$ cat config.mk
export PLATFORM = sky130hd
export DESIGN_NAME = dram_cmd_arbiter_flat
export DESIGN_NICKNAME = d
export VERILOG_FILES = /design/src/rtl/dram_cmd_arbiter_if.sv /design/src/rtl/dram_cmd_arbiter.sv /design/src/flat_wrapper.sv
export SDC_FILE = /design/constraint.sdc
export NUM_CORES = 1
export LEC_CHECK = 0
export CORE_ASPECT_RATIO = 1.1
export CORE_UTILIZATION = 41
export CTS_BUF_LIST = sky130_fd_sc_hd__clkbuf_2 sky130_fd_sc_hd__clkbuf_4 sky130_fd_sc_hd__clkbuf_8
export DETAILED_ROUTE_END_ITERATION = 6
export GPL_ROUTABILITY_DRIVEN = 0
export GPL_TIMING_DRIVEN = 0
export PLACE_DENSITY = 0.83
export SLEW_MARGIN = 20
export SYNTH_ARGS = -nofsm -noshare
export SYNTH_HDL_FRONTEND = slang
export SYNTH_SLANG_ARGS = --single-unit
export TNS_END_PERCENT = 50
$ cat constraint.sdc
create_clock -name ACLK -period 2 [get_ports ACLK]
set_clock_uncertainty 0.1 [all_clocks]
set_input_delay 0.5 -clock ACLK [delete_from_list [all_inputs] [get_ports ACLK]]
set_output_delay 0.5 -clock ACLK [all_outputs]
set_load 0.03 [all_outputs]
$ cat src/rtl/dram_cmd_arbiter_if.sv
// Purpose: requester-side bundle for dram_cmd_arbiter (two single-beat ports).
// Latency: n/a, this file only groups wires.
// Backpressure: a requester holds req with its fields until its gnt pulses.
// Ports: req/we/addr/wdata/wstrb per port in; gnt/done/rdata per port and busy out.
interface dram_cmd_arbiter_if;
  logic        req0;
  logic        req1;
  logic        we0;
  logic        we1;
  logic [31:0] addr0;
  logic [31:0] addr1;
  logic [31:0] wdata0;
  logic [31:0] wdata1;
  logic [3:0]  wstrb0;
  logic [3:0]  wstrb1;
  logic        gnt0;
  logic        gnt1;
  logic        done0;
  logic        done1;
  logic [31:0] rdata0;
  logic [31:0] rdata1;
  logic        busy;

  // Requester side (CPU path, DMA engine, or a testbench).
  modport master (
    output req0, req1, we0, we1, addr0, addr1, wdata0, wdata1, wstrb0, wstrb1,
    input  gnt0, gnt1, done0, done1, rdata0, rdata1, busy
  );

  // Arbiter side.
  modport slave (
    input  req0, req1, we0, we1, addr0, addr1, wdata0, wdata1, wstrb0, wstrb1,
    output gnt0, gnt1, done0, done1, rdata0, rdata1, busy
  );
endinterface

$ cat src/rtl/dram_cmd_arbiter.sv
// Purpose: two-port round-robin closed-page DRAM scheduler (ACT -> RD/WR -> PRE).
// Latency: grant t -> ACT t+1, CAS t+1+TRCD; read done one cycle after VALID, write done at CAS+TWR.
// Backpressure: gnt only in IDLE, so requests made while busy simply wait, held by the requester.
// Ports: ACLK, ARESETn (sync, active-low); host = requester bundle (slave modport);
//        CSn/RASn/CASn/WEn/A/D = DRAM command pins; Q/VALID = DRAM read return.
module dram_cmd_arbiter #(
  parameter int TRCD = 5,
  parameter int TWR  = 5,
  parameter int TRP  = 5
) (
  input  logic                ACLK,
  input  logic                ARESETn,
  dram_cmd_arbiter_if.slave   host,
  output logic                CSn,
  output logic                RASn,
  output logic                CASn,
  output logic [3:0]          WEn,
  output logic [10:0]         A,
  output logic [31:0]         D,
  input  logic [31:0]         Q,
  input  logic                VALID
);

  typedef enum logic [2:0] {
    S_IDLE, S_ACT, S_RCD, S_CAS, S_RWAIT, S_WRWAIT, S_PRE, S_RP
  } state_t;

  // Captured transaction; only the row/column bits of the address are kept.
  typedef struct packed {
    logic        port;
    logic        we;
    logic [10:0] row;
    logic [9:0]  col;
    logic [31:0] wdata;
    logic [3:0]  wstrb;
  } cmd_t;

  // Wait states are entered one cycle after the command, and the counter
  // starts at 0 on entry, so a gap of N cycles ends at count N-2.
  localparam logic [3:0] RCD_END = 4'(TRCD - 2);
  localparam logic [3:0] WR_END  = 4'(TWR - 2);
  localparam logic [3:0] RP_END  = 4'(TRP - 2);

  state_t     state, state_nxt;
  logic [3:0] cnt;
  logic       last_gnt;   // 1 = port 1 was granted most recently
  cmd_t       cmd, cmd_nxt;
  logic       in_idle;

  assign in_idle   = ARESETn && (state == S_IDLE);
  // Tie goes to the port that did not win last time; a lone requester always wins.
  assign host.gnt0 = in_idle && host.req0 && (!host.req1 || last_gnt);
  assign host.gnt1 = in_idle && host.req1 && (!host.req0 || !last_gnt);
  assign host.busy = (state != S_IDLE);

  always_comb begin
    cmd_nxt       = '0;
    cmd_nxt.port  = host.gnt1;
    cmd_nxt.we    = host.gnt1 ? host.we1 : host.we0;
    cmd_nxt.row   = host.gnt1 ? host.addr1[22:12] : host.addr0[22:12];
    cmd_nxt.col   = host.gnt1 ? host.addr1[11:2]  : host.addr0[11:2];
    cmd_nxt.wdata = host.gnt1 ? host.wdata1 : host.wdata0;
    cmd_nxt.wstrb = host.gnt1 ? host.wstrb1 : host.wstrb0;
  end

  // Address bits outside row/column are don't-care for this device.
  logic unused_addr_bits;
  assign unused_addr_bits = ^{host.addr0[31:23], host.addr0[1:0],
                              host.addr1[31:23], host.addr1[1:0]};

  always_ff @(posedge ACLK) begin
    if (!ARESETn) begin
      state       <= S_IDLE;
      cnt         <= 4'd0;
      last_gnt    <= 1'b1;
      cmd         <= '0;
      host.done0  <= 1'b0;
      host.done1  <= 1'b0;
      host.rdata0 <= 32'd0;
      host.rdata1 <= 32'd0;
    end else begin
      state <= state_nxt;
      cnt   <= (state_nxt != state) ? 4'd0 : cnt + 4'd1;
      if (host.gnt0 || host.gnt1) begin
        last_gnt <= host.gnt1;
        cmd      <= cmd_nxt;
      end
      // done is registered so it lines up with the PRE command cycle.
      host.done0 <= (state_nxt == S_PRE) && !cmd.port;
      host.done1 <= (state_nxt == S_PRE) &&  cmd.port;
      if (state == S_RWAIT && VALID) begin
        if (cmd.port) host.rdata1 <= Q;
        else          host.rdata0 <= Q;
      end
    end
  end

  always_comb begin
    state_nxt = state;
    case (state)
      S_IDLE:   if (host.gnt0 || host.gnt1) state_nxt = S_ACT;
      S_ACT:    state_nxt = S_RCD;
      S_RCD:    if (cnt == RCD_END) state_nxt = S_CAS;
      S_CAS:    state_nxt = cmd.we ? S_WRWAIT : S_RWAIT;
      S_RWAIT:  if (VALID) state_nxt = S_PRE;
      S_WRWAIT: if (cnt == WR_END) state_nxt = S_PRE;
      S_PRE:    state_nxt = S_RP;
      S_RP:     if (cnt == RP_END) state_nxt = S_IDLE;
      default:  state_nxt = S_IDLE;
    endcase
  end

  // Command pins decode straight from the state register and captured command.
  always_comb begin
    CSn  = 1'b1;
    RASn = 1'b1;
    CASn = 1'b1;
    WEn  = 4'hF;
    A    = 11'd0;
    D    = 32'd0;
    case (state)
      S_IDLE: ;
      S_ACT: begin
        CSn  = 1'b0;
        RASn = 1'b0;
        A    = cmd.row;
      end
      S_CAS: begin
        CSn  = 1'b0;
        CASn = 1'b0;
        A    = {1'b0, cmd.col};
        if (cmd.we) begin
          WEn = ~cmd.wstrb;
          D   = cmd.wdata;
        end
      end
      S_WRWAIT: begin
        CSn = 1'b0;
        D   = cmd.wdata;
      end
      S_PRE: begin
        CSn  = 1'b0;
        RASn = 1'b0;
        WEn  = 4'h0;
        A    = cmd.row;
      end
      default: CSn = 1'b0;   // RCD, RWAIT, RP: NOP
    endcase
  end

endmodule

$ cat src/flat_wrapper.sv
// flat-port wrapper written by rule: the top's interface ports become plain ports
module dram_cmd_arbiter_flat 
#(
  parameter int TRCD = 5,
  parameter int TWR  = 5,
  parameter int TRP  = 5
)
  (ACLK, ARESETn, CSn, RASn, CASn, WEn, A, D, Q, VALID, host_req0, host_req1, host_we0, host_we1, host_addr0, host_addr1, host_wdata0, host_wdata1, host_wstrb0, host_wstrb1, host_gnt0, host_gnt1, host_done0, host_done1, host_rdata0, host_rdata1, host_busy);
  dram_cmd_arbiter_if host_i ();
  input  logic ACLK;
  input  logic ARESETn;
  output logic CSn;
  output logic RASn;
  output logic CASn;
  output logic [3:0] WEn;
  output logic [10:0] A;
  output logic [31:0] D;
  input  logic [31:0] Q;
  input  logic VALID;
  input wire logic [$bits(host_i.req0)-1:0] host_req0;
  input wire logic [$bits(host_i.req1)-1:0] host_req1;
  input wire logic [$bits(host_i.we0)-1:0] host_we0;
  input wire logic [$bits(host_i.we1)-1:0] host_we1;
  input wire logic [$bits(host_i.addr0)-1:0] host_addr0;
  input wire logic [$bits(host_i.addr1)-1:0] host_addr1;
  input wire logic [$bits(host_i.wdata0)-1:0] host_wdata0;
  input wire logic [$bits(host_i.wdata1)-1:0] host_wdata1;
  input wire logic [$bits(host_i.wstrb0)-1:0] host_wstrb0;
  input wire logic [$bits(host_i.wstrb1)-1:0] host_wstrb1;
  output wire logic [$bits(host_i.gnt0)-1:0] host_gnt0;
  output wire logic [$bits(host_i.gnt1)-1:0] host_gnt1;
  output wire logic [$bits(host_i.done0)-1:0] host_done0;
  output wire logic [$bits(host_i.done1)-1:0] host_done1;
  output wire logic [$bits(host_i.rdata0)-1:0] host_rdata0;
  output wire logic [$bits(host_i.rdata1)-1:0] host_rdata1;
  output wire logic [$bits(host_i.busy)-1:0] host_busy;
  assign host_i.req0 = host_req0;
  assign host_i.req1 = host_req1;
  assign host_i.we0 = host_we0;
  assign host_i.we1 = host_we1;
  assign host_i.addr0 = host_addr0;
  assign host_i.addr1 = host_addr1;
  assign host_i.wdata0 = host_wdata0;
  assign host_i.wdata1 = host_wdata1;
  assign host_i.wstrb0 = host_wstrb0;
  assign host_i.wstrb1 = host_wstrb1;
  assign host_gnt0 = host_i.gnt0;
  assign host_gnt1 = host_i.gnt1;
  assign host_done0 = host_i.done0;
  assign host_done1 = host_i.done1;
  assign host_rdata0 = host_i.rdata0;
  assign host_rdata1 = host_i.rdata1;
  assign host_busy = host_i.busy;
  dram_cmd_arbiter #(.TRCD(TRCD), .TWR(TWR), .TRP(TRP)) u_core (.ACLK(ACLK), .ARESETn(ARESETn), .host(host_i), .CSn(CSn), .RASn(RASn), .CASn(CASn), .WEn(WEn), .A(A), .D(D), .Q(Q), .VALID(VALID));
endmodule
# Word-level counts from Yosys, hierarchy flattened
# Index checks and enable logic that the tools add are counted.
# W data, S select, Z words.
# totals
ff_bits	133
wordCells	68
# op_classes
add_sub_neg	1
n_eq_ne	10
mux	20
n_bitwise	3
reduce_logical	21
# op_table
op	n
$mux W32	2
$pmux W32 S2	1
$pmux W3 S8	1
$pmux W11 S2	1
$eq A3 B3 Y1 const B	5
$mux W3	5
$mux W11	1
$mux W10	1
$logic_and A1 B1 Y1	8
$mux W4	2
$pmux W4 S2	1
$eq A3 B2 Y1 const B	2
$mux W1	5
$add A4 B1 Y4 const B	1
$eq A4 B2 Y1 const B	1
$logic_not A1 Y1	4
$not A4 Y4	1
$reduce_and A2 Y1	2
$reduce_or A2 Y1	2
$eq A3 B1 Y1 const B	1
$logic_not A3 Y1	1
$logic_or A1 B1 Y1	3
$ne A3 B3 Y1	1
$reduce_bool A3 Y1	1
$not A1 Y1	2

# Depth between registers and ports, before layout
# Gate-level depths: netlist (run 1).
# depth
word_depth	9
ltp_mapped	7
depth_no_buf	5

# Worst setup path before layout (run 1)
# Ideal clock, no wire load.
# synth_path
path_kind	register to register
from	reg u_core.state[2]
to	reg u_core.cmd[38] in the netlist's numbering
setup_time_ns	0.131
arrival_ns	1.877
path_slack_ns	-0.107
stages_incl_launch_ff	8
period_less_slack_ns	2.107
path_cell_list	dfxtp_1 -> buf_4 -> nor3_2 -> inv_1 -> o21a_1 -> buf_2 -> nand2_1 -> o21ai_0
# synth_between
elab_chain_cells	5
word_cells_on_any_way	8
classes_between	1 x mux; 7 x reduce/logical
# synth_lines
element	line	text
start, declared	dram_cmd_arbiter.sv:44	state_t state, state_nxt;
start signal, assigned	dram_cmd_arbiter.sv:82	state <= state_nxt;
$logic_not A3 Y1 *	dram_cmd_arbiter.sv:50	assign in_idle = ARESETn && (state == S_IDLE);
$logic_and A1 B1 Y1 *	dram_cmd_arbiter.sv:50	
$logic_and A1 B1 Y1, on equally long branches (2 in a row)	dram_cmd_arbiter.sv:53, dram_cmd_arbiter.sv:52	
$mux W10 / $logic_or A1 B1 Y1 (equally long branches)	dram_cmd_arbiter.sv:61, dram_cmd_arbiter.sv:84	
end signal, assigned	dram_cmd_arbiter.sv:86	cmd <= cmd_nxt;
end, declared	dram_cmd_arbiter.sv:47	cmd_t cmd, cmd_nxt;
# Every way passes the cells marked *; elsewhere a longest branch is shown, timed or not.
# A chain may end at the register's enable or synchronous reset.

# Worst setup path in the final report (run 1)
# layout_path
from	reg u_core.state[1]
to	out D[12]
# layout_between
elab_chain_cells	2
word_cells_on_any_way	3
classes_between	2 x eq/ne; 1 x mux
# layout_lines
element	line	text
$eq A3 B3 Y1 / $eq A3 B2 Y1 (equally long branches)	dram_cmd_arbiter.sv:121	case (state)
$pmux W32 S2 *	dram_cmd_arbiter.sv:121	
end, declared	flat_wrapper.sv:17	output logic [31:0] D;
# Marks and branches as above.

==> impl_summary.txt, run 1 <==
----------------------------------------------------
[Global route]
  Total grt overflow ... 0
  Antenna violations before repair ... 0
  Tot GR Track Use ... 28.9%
  Wire length of the first global-routing pass ... 32000 um
  Via count of the first global-routing pass ... 6374
  Pin count of the biggest net entering global routing ... 17

[Pwr]
  Power density over the cells ... 744 mW/mm^2
  Peak supply drop ... 0.518 mV
  Comb power frac ... 22.2%
  Proportion of total power due to net switching ... 27.0%
  Part of the total power dissipated in sequential elements ... 41.1%
  P_int ... 5.27 mW
  Power dissipated by switching net loads ... 1.95 mW
  P_leak ... 4.05 nW
  Part of the power in the clock network ... 36.7%

[Clocking]
  Clock input transition at the sequential cells of the worst setup and hold paths ... 0.07 ns
  Inserted Clock Buffers ... 17
  CTS tree ... yes
  Maximum clock insertion buffer count ... 2
  Worst-skew pair later-pin latency ... 0.44 ns
  Root buffer cell ... sky130_fd_sc_hd__clkbuf_8
  H-tree Lvls ... 4
  # hold bufs at CTS ... 0
  TritonCTS sink count ... 133

[Yosys]
  Synthesized instance count ... 708
  FF+latch count, synth ... 133
  Commonest register cell after synthesis ... sky130_fd_sc_hd__dfxtp_1
  Async set-or-reset flop fraction in the synthesized netlist ... 0%
  Fraction of the yosys area taken by sequential cells ... 46.5%
  Fraction of post-synthesis cell area in the top cell type by area ... 46.5%
  Distinct cell type count of the synthesized netlist ... 40
  Leading cell types by total area after synthesis ... sky130_fd_sc_hd__dfxtp_1, sky130_fd_sc_hd__nand2_1, sky130_fd_sc_hd__a21boi_0
  Cell type with the largest total area after synthesis ... sky130_fd_sc_hd__dfxtp_1
  Post-synth net total ... 884
  Post-Syn Area ... 0.00572 mm^2
  Warning count from the yosys run ... 0
  Number of enable flip-flop cells after synthesis ... 0
  Mean instance size in the synthesized netlist ... 8.08 um^2

[Routing]
  Remaining design rule violation count ... 0
  Number of search-and-repair iterations in the first detailed-routing pass ... 7
  Final routed wire length divided by cell count ... 17.1 um
  Routed vias ... 6385
  Number of design-rule violations left by the first detailed-router iteration ... 388
  Total detailed-routing wirelength ... 21000 um
  Count of nets left with antenna violations after detail routing ... 0
  Vias per cell ... 5.23

[Timing]
  Time the final worst path needs with I/O delays and setup ... 2.50 ns
  Final setup vio count ... 63
  Fmax ... 400 MHz
  Total Negative Setup Slacks ... -22.93 ns
  Final worst hold slack ... 0.348 ns
  Post-route fraction of the period consumed by the critical path ... 125%
  Post-route setup slack ... -0.503 ns
  Slew at the pin with the worst max-slew slack ... 0.580 ns
  RSZ-0062 raised after global routing ... true
  Worst slew margin relative to its limit ... 61.3%
  Hold violation count in the final report ... 0
  Number of max-slew violations in the final report ... 0

[Status]
  Violated checks ... setup timing
  Outcome ... finished, violations left

[Setup path]
  Worst reg2reg endpoint ... u_core.cmd[2]
  Worst Reg2Reg Path Length in Cells ... 9
  Reg-to-reg startpoint ... u_core.state[2]
  Startpoint class of the critical path ... flip-flop
  Category of the worst setup path capture point ... primary output
  Critical-path cell list ... nor2b_4 -> nand2_2 -> a21boi_4 -> buf_12 -> clkbuf_16 -> and2_4 -> buf_6
  Critical path class ... flip-flop to primary output
  CP max FO ... 7
  CP Data Arrival Time ... 1.90 ns
  Worst path required time ... 1.40 ns
  Top cell family by delay on the critical path ... buffers and inverters
  Worst path bufs/invs ... 3
  Standard cell with the maximum stage delay on the critical path ... sky130_fd_sc_hd__dfxtp_4
  Worst path depth ... 7
  Largest stage delay, worst path ... 0.40 ns
  Capture point of the critical path ... D[12]
  Critical path startpoint ... u_core.state[1]
  Setup slack, reg-to-reg ... -0.12 ns

[Job]
  Number of maximum-capacitance violations ... 0

[Floorplanning]
  Die area ... 0.0144 mm^2
  I/O pin cnt ... 294
  Vertical extent of the die ... 126 um
  Initial Utilization ... 42.6%
  FP Rows ... 44
  Horizontal extent of the die ... 115 um
  Core area ... 0.0134 mm^2

[Final layout]
  Share of cells above drive strength 1 ... 20.1%
  Total number of nets in the final design ... 1201
  Diodes inserted ... 0
  Synthesis-to-finish area growth ... 69.7%

[Place]
  Detailed Place HPWL ... 14200 um
  Port buffer count ... 271
  Post-placement worst setup slack ... -1.60 ns

[Hold path]
  Classification of the worst-slack hold path ... flip-flop to flip-flop

----------------------------------------------------
[power groups by stage]
stage                     Combinational (mW)  Sequential (mW)  Clock (mW)
final                                   1.60             2.97        2.66
after global routing                    1.71             2.99        2.79
after global placement                  1.27             3.00           0
after detailed placement                1.29             3.01           0
after floorplan                        0.658             3.00           0
after CTS                               1.49             2.95        2.68
[cell usage in the layout, fill, tap and decap left out, types with 5 or more instances in the layout]
cell	instances
sky130_fd_sc_hd__a21boi_0	38
sky130_fd_sc_hd__a21boi_1	27
sky130_fd_sc_hd__a21o_1	5
sky130_fd_sc_hd__a21oi_1	5
sky130_fd_sc_hd__a22o_1	10
sky130_fd_sc_hd__a22oi_1	32
sky130_fd_sc_hd__a31oi_1	26
sky130_fd_sc_hd__and2_4	34
sky130_fd_sc_hd__buf_2	17
sky130_fd_sc_hd__buf_4	23
sky130_fd_sc_hd__buf_6	57
sky130_fd_sc_hd__buf_8	7
sky130_fd_sc_hd__bufinv_16	5
sky130_fd_sc_hd__clkbuf_1	18
sky130_fd_sc_hd__clkbuf_2	7
sky130_fd_sc_hd__clkbuf_4	5
sky130_fd_sc_hd__clkbuf_8	21
sky130_fd_sc_hd__clkdlybuf4s50_1	150
sky130_fd_sc_hd__dfxtp_1	130
sky130_fd_sc_hd__dlygate4sd2_1	67
sky130_fd_sc_hd__nand2_1	225
sky130_fd_sc_hd__nor2_1	10
sky130_fd_sc_hd__o21ai_0	42
sky130_fd_sc_hd__o21ai_1	19
[flip-flops by register name, indices dropped and copies added (netlist names)]
register            flops
u_core.cnt              4
u_core.state            3
u_core.last_gnt         1
u_core.host.done0       1
u_core.host.rdata0     32
u_core.cmd             59
u_core.host.done1       1
u_core.host.rdata1     32
[worst min-delay path by stage]
stage,from,endpoint,slack (ns),depth (start not counted)
after floorplan,u_core.cmd[16],u_core.cmd[16],0.32,2
after global placement,u_core.cmd[27],u_core.cmd[27],0.33,2
after detailed placement,u_core.cmd[30],u_core.cmd[30],0.33,2
after CTS,u_core.cmd[33],u_core.cmd[33],0.35,2
after global routing,u_core.host.rdata0[25],u_core.host.rdata0[25],0.37,2
final,u_core.host.rdata1[7],u_core.host.rdata1[7],0.35,2
[routing by layer]
metal	routed length [um]	share of wire, %	vias up	track usage, %
met5	0	0	-	0
met4	905	4.3	0	15.4
met3	2000	9.6	64	9.48
met2	10400	49	344	50.6
met1	7690	37	2942	30.5
li1	-	-	3035	-
[area by class of cell]
type / count / area, um^2
Buffer: 55 / 364
Clock buffer: 23 / 298
Clock inverter: 9 / 173
Fill cell: 1091 / 3720
Inverter: 6 / 40.0
Multi-Input combinational cell: 512 / 2950
Sequential cell: 133 / 2670
Tap cell: 184 / 230
Timing Repair Buffer: 300 / 2990
[timing repair]
item                       CTS  global route
pin swaps                    9            33
buffers inserted            19             6
cloned                       4             1
gates resized for setup    513            55
setup endpoints to repair  165           143
[cell usage after synthesis (2+ instances only)]
| cell | count |
|---|---|
| sky130_fd_sc_hd__o21ai_1 | 12 |
| sky130_fd_sc_hd__nor3_1 | 3 |
| sky130_fd_sc_hd__nor2b_1 | 2 |
| sky130_fd_sc_hd__nor2_1 | 10 |
| sky130_fd_sc_hd__a31oi_1 | 26 |
| sky130_fd_sc_hd__a21boi_1 | 29 |
| sky130_fd_sc_hd__o21ai_0 | 49 |
| sky130_fd_sc_hd__nand2_1 | 227 |
| sky130_fd_sc_hd__a22oi_1 | 32 |
| sky130_fd_sc_hd__a21boi_0 | 38 |
| sky130_fd_sc_hd__nor4b_4 | 2 |
| sky130_fd_sc_hd__buf_6 | 2 |
| sky130_fd_sc_hd__nor3b_1 | 3 |
| sky130_fd_sc_hd__a22o_1 | 10 |
| sky130_fd_sc_hd__inv_1 | 5 |
| sky130_fd_sc_hd__clkbuf_1 | 33 |
| sky130_fd_sc_hd__dfxtp_1 | 133 |
| sky130_fd_sc_hd__and2_1 | 36 |
| sky130_fd_sc_hd__nand3_1 | 3 |
| sky130_fd_sc_hd__nand2b_1 | 4 |
| sky130_fd_sc_hd__buf_2 | 21 |
| sky130_fd_sc_hd__a21o_1 | 5 |
| sky130_fd_sc_hd__a21oi_1 | 5 |
| sky130_fd_sc_hd__o31a_1 | 2 |
[kinds of logic (layout without fill, tap and decap cells)]
family | count (synthesis) | count (layout) | synth area share [%]
mux | 1 | 1 | 0.175
buf+inv | 63 | 393 | 5.01
simple gates | 298 | 298 | 23.4
compound gates | 210 | 210 | 24.4
fa+ha+maj | 1 | 1 | 0.219
flops | 133 | 133 | 46.5
xor+xnor | 2 | 2 | 0.306
[per-stage QoR]
| step | power (mW) | cells | instance area [um^2] | util (%) |
|---|---|---|---|---|
| final | 7.23 | 1222 | 9710 | 72.3 |
| after global placement | 4.27 | 1163 | 8670 | 64.5 |
| after CTS | 7.13 | 1217 | 9560 | 71.1 |
| after global routing | 7.49 | 1222 | 9710 | 72.3 |
| after floorplan | 3.66 | 708 | 5730 | - |
| after detailed placement | 4.29 | 1163 | 8670 | 64.5 |
[worst reg2reg max path, cell delays in order (launching register included)]
cell and delay (ns):
sky130_fd_sc_hd__dfxtp_2 0.32, sky130_fd_sc_hd__buf_6 0.13, sky130_fd_sc_hd__buf_12 0.13, sky130_fd_sc_hd__nor4b_4 0.27, sky130_fd_sc_hd__buf_4 0.18, sky130_fd_sc_hd__nand3_4 0.11, sky130_fd_sc_hd__buf_4 0.22, sky130_fd_sc_hd__clkbuf_1 0.26
sky130_fd_sc_hd__nand2_1 0.18, sky130_fd_sc_hd__a31oi_1 0.10
Power figures use the tool's default switching activity.
==> run 2, diff against run 1 <==
--- a/config.mk
+++ b/config.mk
@@ -6,12 +6,13 @@
 export NUM_CORES = 1
 export LEC_CHECK = 0
 export CORE_ASPECT_RATIO = 1.1
-export CORE_UTILIZATION = 41
+export CORE_MARGIN = 2
+export CORE_UTILIZATION = 30
 export CTS_BUF_LIST = sky130_fd_sc_hd__clkbuf_2 sky130_fd_sc_hd__clkbuf_4 sky130_fd_sc_hd__clkbuf_8
 export DETAILED_ROUTE_END_ITERATION = 6
 export GPL_ROUTABILITY_DRIVEN = 0
 export GPL_TIMING_DRIVEN = 0
-export PLACE_DENSITY = 0.83
+export PLACE_DENSITY = 0.64
 export SLEW_MARGIN = 20
 export SYNTH_ARGS = -nofsm -noshare
 export SYNTH_HDL_FRONTEND = slang
==> run 2 against run 1 <==
Maximum frequency grew 2.9%. Non-clock buffer count grew 5. Largest power group unchanged. Critical path depth is the same. Die area grew 40%. Utilization shrank 20 points. Global-route usage shrank 8.2 points. The flow still finishes with violations (setup timing). Power shrank 3.7%. Sequential power is essentially flat. Design area grew 0.75%. Count of clock-buffer cells in the layout shrank 2. Sequential share of layout area shrank 0.18 points.
==> impl_summary.txt, run 2 (synthesis results as in run 1) <==
----------------------------------------------------
[Status]
  Outcome ... finished, violations left
  Violated checks ... setup timing

[Job]
  Number of maximum-capacitance violations ... 0 (unchanged)

[Routing]
  Final routed wire length divided by cell count ... 16.5 um (-3.7%)
  Routed vias ... 6163 (-3.5%)
  Total detailed-routing wirelength ... 21200 um (+1.3%)
  Vias per cell ... 4.80 (-8.2%)
  Count of nets left with antenna violations after detail routing ... 0 (unchanged)
  Remaining design rule violation count ... 0 (unchanged)
  Number of search-and-repair iterations in the first detailed-routing pass ... 7 (unchanged)
  Number of design-rule violations left by the first detailed-router iteration ... 254 (-35%)

[Clocking]
  Root buffer cell ... sky130_fd_sc_hd__clkbuf_8
  H-tree Lvls ... 4 (unchanged)
  Worst-skew pair later-pin latency ... 0.45 ns (about the same)
  Inserted Clock Buffers ... 17 (unchanged)
  TritonCTS sink count ... 133 (unchanged)
  Maximum clock insertion buffer count ... 2 (unchanged)
  CTS tree ... yes
  Clock input transition at the sequential cells of the worst setup and hold paths ... 0.08 ns (about the same)

[Setup path]
  Startpoint class of the critical path ... flip-flop
  Critical path class ... flip-flop to primary output
  Reg-to-reg startpoint ... u_core.state[2]
  Setup slack, reg-to-reg ... -0.06 ns (+0.06 ns)
  CP max FO ... 5 (-2)
  Worst reg2reg endpoint ... u_core.cmd[44]
  CP Data Arrival Time ... 1.83 ns (-0.07 ns)
  Category of the worst setup path capture point ... primary output
  Worst path required time ... 1.40 ns (about the same)
  Worst Reg2Reg Path Length in Cells ... 8 (-1)

[Timing]
  Worst slew margin relative to its limit ... 69.3% (+7.9 points)
  Fmax ... 411 MHz (+2.9%)
  Slew at the pin with the worst max-slew slack ... 0.461 ns (-0.119 ns)
  Final setup vio count ... 64 (+1.6%)
  Total Negative Setup Slacks ... -20.45 ns (+2.49 ns)
  RSZ-0062 raised after global routing ... true
  Number of max-slew violations in the final report ... 0 (unchanged)
  Time the final worst path needs with I/O delays and setup ... 2.43 ns (-0.0701 ns)
  Post-route fraction of the period consumed by the critical path ... 122% (-3.5 points)
  Post-route setup slack ... -0.433 ns (+0.0701 ns)
  Final worst hold slack ... 0.350 ns (+0.00220 ns)
  Hold violation count in the final report ... 0 (unchanged)

[Place]
  Placement-stage cell area ... 0.00874 mm^2 (+0.85%)
  Port buffer count ... 271 (unchanged)
  # placed instances ... 1222 (+5.1%)
  Detailed Place HPWL ... 15400 um (+8.7%)

[Hold path]
  Classification of the worst-slack hold path ... flip-flop to flip-flop
  Hold Startpoint ... u_core.host.rdata0[13]
  Cell depth of the worst min-delay path ... 2 (unchanged)
  End point of the worst hold path ... u_core.host.rdata0[13]

[Floorplanning]
  Horizontal extent of the die ... 136 um (+18%)
  Die area ... 0.0202 mm^2 (+40%)
  I/O pin cnt ... 294 (unchanged)
  Core area ... 0.0185 mm^2 (+38%)
  FP Rows ... 52 (+18%)
  Initial Utilization ... 30.9% (-12 points)
  Vertical extent of the die ... 149 um (+18%)

[Final layout]
  Most common library cell in the layout ignoring fill and taps ... sky130_fd_sc_hd__nand2_1
  Register with the most flip-flops ... u_core.cmd
  Synthesis-to-finish area growth ... 71.0%
  Share of cells above drive strength 1 ... 20.3% (+0.21 points)
  Largest regs ... u_core.cmd: 59 flops, u_core.host.rdata0: 32 flops, u_core.host.rdata1: 32 flops
  Number of non-filler instances in the completed layout ... 1285 (+5.2%)
  Finished Cell Area ... 0.00978 mm^2 (+0.75%)
  Number of flip-flops under the largest register name ... 59 (unchanged)
  Top library cells by usage in the layout, fill and taps aside ... sky130_fd_sc_hd__nand2_1, sky130_fd_sc_hd__clkdlybuf4s50_1, sky130_fd_sc_hd__dfxtp_1
  Diodes inserted ... 0 (unchanged)
  Final design utilization ... 52.8% (-20 points)
  Total number of nets in the final design ... 1206 (+0.42%)

[Pwr]
  Power dissipated by switching net loads ... 1.97 mW (+0.85%)
  Part of the power in the clock network ... 34.1% (-2.6 points)
  P_leak ... 4.04 nW (-0.31%)
  Proportion of total power due to net switching ... 28.3% (+1.3 points)
  P_int ... 4.99 mW (-5.4%)
  Part of the total power dissipated in sequential elements ... 42.6% (+1.5 points)
  Power density over the cells ... 711 mW/mm^2 (-4.4%)
  Comb power frac ... 23.3% (+1.1 points)
  Peak supply drop ... 0.407 mV (-21%)

[Global route]
  Antenna violations before repair ... 0 (unchanged)
  Via count of the first global-routing pass ... 5911 (-7.3%)
  Tot GR Track Use ... 20.7% (-8.2 points)
  Pin count of the biggest net entering global routing ... 19 (+2)
  Total grt overflow ... 0 (unchanged)
  Wire length of the first global-routing pass ... 32100 um (+0.30%)

----------------------------------------------------
run 2: power groups by stage:
stage,clock network [mW],registers [mW],logic (mW)
after global placement,0,3.00,1.30
final,2.37,2.96,1.62
after CTS,2.42,2.95,1.54
after global routing,2.55,2.99,1.74
after floorplan,0,3.00,0.658
after detailed placement,0,3.01,1.30
run 2: what timing repair did:
item / in CTS / in global routing
gates cloned: 3 / 0
gates resized for setup: 533 / 47
hold buffers: 0 / 0
pin swaps: 32 / 8
endpoints found under the setup margin: 197 / 142
setup buffers: 24 / 9
run 2: final cells by class:
cell class	instances	area (um^2)
clock inverter	10	130
fill	1819	8760
clock buffer	21	277
inverter	6	37.5
sequential	133	2670
tap	243	304
buffer	54	384
timing repair buffer	306	3020
multi-input combinational	512	2960
run 2: how the worst max path moves through the flow:
stage	start	to	slack, ns	cells past startpoint
after global routing	u_core.state[1]	D[11]	-0.51	7
final	u_core.state[1]	D[15]	-0.43	7
after CTS	u_core.state[2]	D[11]	-0.43	8
after detailed placement	host_req0	host_gnt1	-1.64	6
after floorplan	u_core.state[1]	D[0]	-0.06	5
after global placement	host_req0	host_gnt1	-1.66	6
run 2: through the flow:
step / setup WS [ns] / total power, mW
floorplan: -0.0640 / 3.66
global placement: -1.66 / 4.30
CTS: -0.432 / 6.92
global route: -0.512 / 7.28
detailed placement: -1.64 / 4.31
finish: -0.433 / 6.96
run 2: worst max-delay path, cell delays in order, from the launching register on:
cell                        delay [ns]
sky130_fd_sc_hd__dfxtp_4          0.38
sky130_fd_sc_hd__nor2b_4          0.16
sky130_fd_sc_hd__nand2_2          0.08
sky130_fd_sc_hd__a21boi_4         0.19
sky130_fd_sc_hd__buf_6            0.15
sky130_fd_sc_hd__clkbuf_16        0.15
sky130_fd_sc_hd__and2_4           0.13
sky130_fd_sc_hd__buf_6            0.12
run 2: layer usage:
layer	vias to the layer above	global-route usage, %	share of wire (%)
met5	-	0	0
met4	0	6.09	1.5
met3	25	8.53	10
met2	260	35.5	49
met1	2837	23.4	39
li1	3041	-	-
==> variant 1 (flow settings as in run 1) <==
Re-encode `state_t` (8 states) as one-hot, 8 bits wide.
--- a/src/rtl/dram_cmd_arbiter.sv
+++ b/src/rtl/dram_cmd_arbiter.sv
@@ -21,8 +21,8 @@
   input  logic                VALID
 );
 
-  typedef enum logic [2:0] {
-    S_IDLE, S_ACT, S_RCD, S_CAS, S_RWAIT, S_WRWAIT, S_PRE, S_RP
+  typedef enum logic [7:0] {
+    S_IDLE = 8'b00000001, S_ACT = 8'b00000010, S_RCD = 8'b00000100, S_CAS = 8'b00001000, S_RWAIT = 8'b00010000, S_WRWAIT = 8'b00100000, S_PRE = 8'b01000000, S_RP = 8'b10000000
   } state_t;
 
   // Captured transaction; only the row/column bits of the address are kept.
Check against the original RTL: no difference found for any inputs over 10 cycles, from zero or initial values and one cycle with ARESETn low; not proved beyond that.
==> variant 1 against run 1 <==
- synthesized area up 11%
- cell area rose by 20%
- worst setup slack got worse by 0.39 ns
- routed wire length up 40%
- the flow still finishes with violations (setup timing)
- global-route usage is 3.6 points higher
- first-iteration DRC count rose by 62%
- sequential cell count rose by 5
- utilization up 4.7 points
- register-to-register slack got worse by 0.34 ns
- critical path type unchanged
- power increased by 0.53%
==> variant 1: results (changes against run 1) <==
** Routing
- The detailed-routing iteration count for the pre-antenna-repair pass was 5 (-2).
- The number of vias per cell was 5.77 (+11%).
- Detailed router's first-iteration violation count :: 628 (+62%)
- Routed WL per cell :: 22.7 um (+32%)

** Outcome
- Run status :: finished, violations left
- Failing checks :: setup timing

** Setup path
- Delay contributed by the slowest stage of the critical path :: 0.32 ns (-0.08 ns)
- The largest driver fanout on the critical path came to 7 (unchanged).
- Crit-path leading delay family :: simple AND/OR/NAND/NOR gates
- Crit path max-delay cell type :: dfxtp_2
- Arrival time of data at the critical path endpoint :: 2.30 ns (+0.40 ns)

** Timing
- The final total negative setup slack was -66.37 ns (-43.44 ns).
- Final setup violation count :: 123 (+95%)
- Final WS setup :: -0.897 ns (-0.394 ns)
- The tightest slew margin relative to the limit is 0.562 (-0.0515).

** Layout
- Number of antenna cells inserted :: 0 (unchanged)
- Final-stage net count :: 1,259 (+4.8%)
- Layout fillers :: 914 (-16%)
- The fraction of final layout cells sized beyond drive strength 1 was 0.311 (+0.110).

** Global routing
- The first-pass GRT wire length is 39.5 mm (+24%).
- The via count of the first global-routing pass is 7,329 (+15%).
- GRT Resource Usage Total :: 0.325 (+0.0361)
- The largest net degree at the start of global routing was 17 (unchanged).

** Place
- Detailed placement HPWL :: 16.3 mm (+15%)
- The number of port buffers is 270 (-0.37%).

** Pwr
- Leakage power :: 5.34 nW (+32%)
- Worst supply voltage drop on vdd :: 0.000458 V (-12%)

** Logic synthesis
- Area contributors post-synth :: dfxtp_1 43%, nand2_1 9.5%, a21boi_0 6.2%
- Net count of the mapped netlist :: 909 (+2.8%)
- Ranked by instance count, the synthesized netlist is headed by 161 x nand2_1, 138 x dfxtp_1, 54 x o21ai_0.
- The share of the yosys chip area belonging to registers came to 0.434 (-0.0316).
- Unique cell type count in the Yosys netlist :: 52 (+30%)
- Fraction of synthesis flops using an asynchronous set or reset pin :: 0 (unchanged)
-- variant 1: cell types whose count changed in the layout (fill, tap and decap cells not counted), sizes merged, moves of 44 or more --
cell / change
a21oi: +44
buf: +53
dlygate4sd2: -48
dlymetal6s2s: +46
nand2: -64
-- variant 1: power breakdown --
group	leakage [nW]	switching, mW	total [mW]	internal, mW
Combinational	4.03	1.02	2.04	1.02
Sequential	1.13	0.145	3.06	2.91
Clock	0.186	1.11	2.17	1.06
Total	5.34	2.27	7.26	4.99
-- variant 1: worst paths after layout --
path,slack (ns),from,endpoint,cells past startpoint
setup / recovery,-0.90,u_core.state[6]$_SDFF_PN0_,D[21],10
hold / removal,0.36,u_core.host.rdata1[23]$_SDFFE_PN0P_,u_core.host.rdata1[23]$_SDFFE_PN0P_,2
setup reg to reg,-0.46,u_core.state[6]$_SDFF_PN0_,u_core.cmd[34]$_SDFFE_PN0P_,14
hold reg to reg,0.36,u_core.host.rdata1[23]$_SDFFE_PN0P_,u_core.host.rdata1[23]$_SDFFE_PN0P_,2
-- variant 1: final cells by class --
| type | count | area, sq um | area share |
|---|---|---|---|
| multi-input cells | 520 | 3880 | 0.334 |
| plain buffers | 62 | 639 | 0.0549 |
| clock buffers | 26 | 327 | 0.0281 |
| clock inverters | 5 | 37.5 | 0.00323 |
| repair buffers | 335 | 3680 | 0.316 |
| inverters | 9 | 63.8 | 0.00548 |
| flip-flops and latches | 138 | 2770 | 0.238 |
| well taps | 196 | 245 | 0.0211 |
-- variant 1: cells by family (layout without fill, tap and decap cells) --
family                     count (synthesis)  count (layout)  synth area share
and+or+nand+nor                          280             280             0.210
AOI/OAI and AO/OA                        234             234             0.279
xor gates and xnor gates                   5               5           0.00688
adders and majority gates                  1               1           0.00196
buffers and inverters                     75             437            0.0674
DFF                                      138             138             0.434
-- variant 1: repair_timing --
action                     CTS  global route
buffers inserted            37            18
setup endpoints to repair  241           230
resized for setup          540           149
pin swaps                   92            28
gates cloned                15             1
hold endpoints to repair     0             0
-- variant 1: through the flow --
step / worst slack, ns / util / std cells / power (mW) / cell area (sq um)
5_1_grt: -0.973 / 0.770 / 1291 / 7.46 / 11600
3_5_place_dp: -1.33 / 0.626 / 1199 / 4.32 / 9470
2_1_floorplan: -0.311 / - / 733 / 3.74 / 6520
6_report: -0.897 / 0.770 / 1291 / 7.26 / 11600
3_3_place_gp: -1.28 / 0.626 / 1199 / 4.30 / 9470
4_1_cts: -0.880 / 0.732 / 1281 / 6.90 / 11100
-- variant 1: per-layer routing --
layer / up-vias / global-route usage / part of all wire
li1: 3253 / - / -
met1: 3512 / 0.341 / 0.35
met2: 548 / 0.560 / 0.50
met3: 141 / 0.101 / 0.092
met4: 0 / 0.203 / 0.067
met5: - / 0 / 0
==> variant 2 (flow settings as in run 1) <==
Without the edit above. Reset style: asynchronous (`ARESETn`), changed in one clocked block.
--- a/src/rtl/dram_cmd_arbiter.sv
+++ b/src/rtl/dram_cmd_arbiter.sv
@@ -68,7 +68,7 @@
   assign unused_addr_bits = ^{host.addr0[31:23], host.addr0[1:0],
                               host.addr1[31:23], host.addr1[1:0]};
 
-  always_ff @(posedge ACLK) begin
+  always_ff @(posedge ACLK or negedge ARESETn) begin
     if (!ARESETn) begin
       state       <= S_IDLE;
       cnt         <= 4'd0;
Formal check against the unedited RTL: differs if ARESETn is asserted again (counterexample within 4 cycles, from zero or initial values and one cycle with ARESETn low); with ARESETn held inactive, the same outputs for 10 cycles.
==> variant 2 against run 1 <==
- the flow still finishes with violations (setup timing)
- utilization up 2.4 points
- count of clock-buffer cells in the layout down 3
- synthesized area up 6.4%
- cell area up 11%
- sequential cell count unchanged
- routed wire length up 5.7%
- register-to-register slack worse by 0.28 ns
- worst setup slack worse by 0.0014 ns
- first-iteration DRC count down 40%
- non-clock buffer count up 9
- synthesized cell count down 27%
- critical endpoint is now A[1]
Power is not compared: it rests on default switching activity, and its combinational part moved more than twofold at a synthesized area within 25%.
==> variant 2: results (changes against run 1) <==
** Setup path
- The largest driver fanout on the critical path was 4 (-3).
- Reg-to-reg slack, setup :: -0.40 ns (-0.28 ns)
- Arrival time of data at the critical path endpoint :: 1.90 ns (about the same)

** Clock network
- The clock reaches the later pin of the worst-skew pair after 0.45 ns.
- CTS HTree Levels :: 4 (unchanged)
- Clock transition time at the flip-flop clock pins of the worst setup and hold paths :: 0.07 ns (about the same)
- The number of buffers created by CTS came to 17 (unchanged).
- The buffer depth of the longest clock path was 2 (unchanged).
- The cell sitting at the root of the clock tree is a clkbuf_8.

** Layout
- The number of nets in the layout is 1,041 (-13%).
- Largest registers :: u_core.cmd: 59 flops, u_core.host.rdata0: 32 flops, u_core.host.rdata1: 32 flops
- Fraction of final layout cells with drive strength greater than 1 :: 0.362 (+0.161)
- Number of antenna cells inserted :: 0 (unchanged)
- Layout fillers :: 959 (-12%)

** Logic synthesis
- The top-area cell type share of the netlist area came to 0.543 (+0.0774).
- The fraction of registers with async set or reset after synthesis is 1.00 (+1.00).
- Mux contribution to synthesized area :: 0.216 (+0.214)
- The share of the yosys chip area belonging to registers was 0.547 (+0.0818).
- Counting instances in the post-synthesis netlist gives the leading cell types as 132 x dfrtp_1, 64 x a21oi_1, 64 x nor2_1.
- Number of synthesis warnings :: 0 (unchanged)
- Unique cell type count in the Yosys netlist :: 39 (-2.5%)
- The synthesized-area fraction occupied by adder cells came to 0.00206 (-0.000131).
- Ranked by total cell area, the synthesized netlist is headed by dfrtp_1 54%, mux2_2 11%, mux2i_1 9.5%.
- XOR/XNOR share of the synthesized area :: 0.00288 (-0.000183)
- The compound-cell area share of the yosys netlist was 0.0820 (-0.162).
- Net count of the mapped netlist :: 696 (-21%)

** Timing
- Normalized max-slew margin :: 0.750 (+0.137)
- The total of endpoints with negative setup slack in the final report came to 111 (+76%).
- Summed negative setup slack over all endpoints :: -42.31 ns (-19.38 ns)
- The setup slack after layout came to -0.504 ns (-0.00135 ns).

** Routing
- The number of vias per cell was 5.39 (+3.2%).
- Detailed route wirelength on metal3 :: 1.22 mm (-39%)
- DRT met1 WL :: 8.18 mm (+6.3%)
- Highest metal layer with signal wires :: met4
- Routed WL per cell :: 20.7 um (+21%)
- Number of optimization iterations in the first detailed-route pass :: 4 (-3)
- The detailed route wirelength on metal2 was 11.9 mm (+15%).
- The starting DRC count in detailed routing was 233 (-40%).

** Global routing
- The first-pass GRT wire length was 32.6 mm (+2.0%).
- The initial antenna violation count is 0 (unchanged).
- Largest net degree at the start of global routing :: 40 (+23)
- The all-layer global routing usage is 0.283 (-0.00518).
- Via count of the first global-routing pass :: 6,012 (-5.7%)

** Outcome
- Failing checks :: setup timing
- Run status :: finished, violations left

** Pwr
- Worst supply voltage drop on vdd :: 0.000763 V
- Internal power comes to 8.48 mW.
- Summed over all cells, the static leakage comes to 5.09 nW.

** Place
- Placement Setup Slack :: -1.53 ns (+0.0727 ns)
- Number of buffers added on ports :: 271 (unchanged)
- The post-detailed-placement half-perimeter wirelength was 13.7 mm (-3.7%).
- Cell area after placement :: 9100 sq um (+4.9%)

** Worst hold path
- Worst hold path type :: in -> async
==> variant 2: layout make-up <==
class,count,area (sq um),area share
repair buffers,329,3530,0.328
flip-flops and latches,133,3330,0.309
multi-input cells,345,2860,0.266
plain buffers,35,399,0.0370
clock buffers,20,269,0.0250
well taps,192,240,0.0223
clock inverters,12,129,0.0120
inverters,4,15.0,0.00139
==> variant 2: worst max-delay path, stage by stage (launching register included) <==
cell and delay, ns:
dfrtp_2 0.45, buf_6 0.15, nor2b_4 0.13, nand2_2 0.09, o21ai_4 0.09, buf_4 0.14, a22o_4 0.25, buf_6 0.14
==> variant 2: path summary, 6_finish.rpt <==
path                                                    from                                 to  cells after the start
hold / removal                                       ARESETn          u_core.state[1]$_DFF_PN0_                      3
hold reg to reg            u_core.host.rdata0[6]$_DFFE_PN0P_  u_core.host.rdata0[6]$_DFFE_PN0P_                      1
max in group asynchronous                            ARESETn         u_core.cmd[33]$_DFFE_PN0P_                      3
setup / recovery                   u_core.state[1]$_DFF_PN0_                               A[1]                      7
setup reg to reg                   u_core.state[2]$_DFF_PN0_         u_core.cmd[35]$_DFFE_PN0P_                     13
min in group ACLK                                  host_req0        u_core.last_gnt$_DFFE_PN1P_                      2
==> variant 2: cells by family (layout without fill, tap and decap cells) <==
family / count (synthesis) / in the layout
AOI/OAI and AO/OA: 87 / 87
xor gates and xnor gates: 2 / 2
adders and majority gates: 1 / 1
buffers and inverters: 42 / 400
DFF: 133 / 133
muxes: 123 / 123
and+or+nand+nor: 132 / 132
==> variant 2: through the flow <==
stage | power [mW] | hold slack [ns] | instances
2_1_floorplan | 8.24 | 0.104 | 520
3_3_place_gp | 10.8 | 0.344 | 983
3_5_place_dp | 11.1 | 0.369 | 984
4_1_cts | 13.9 | 0.00304 | 1061
5_1_grt | 15.1 | 0.0105 | 1070
6_report | 14.5 | 0.0210 | 1070
==> variant 2: power groups by stage <==
stage,registers (mW),logic [mW],clock network [mW]
after floorplan,5.52,2.72,0
after global placement,4.49,6.35,0
after detailed placement,4.57,6.51,0
after CTS,4.52,7.08,2.27
after global routing,4.73,7.97,2.41
final,4.61,7.62,2.27
==> variant 2: metal layers <==
layer	vias to the layer above	track usage
met5	-	0
met4	0	0.140
met3	62	0.0594
met2	267	0.521
met1	2905	0.314
li1	2533	-
==> variant 2: repair_timing <==
item,4_1_cts,5_1_grt
gates cloned,11,3
buffers inserted,30,6
pin swaps,15,11
resized for setup,554,53
setup endpoints to repair,179,147
hold buffers,7,0
hold endpoints to repair,58,0
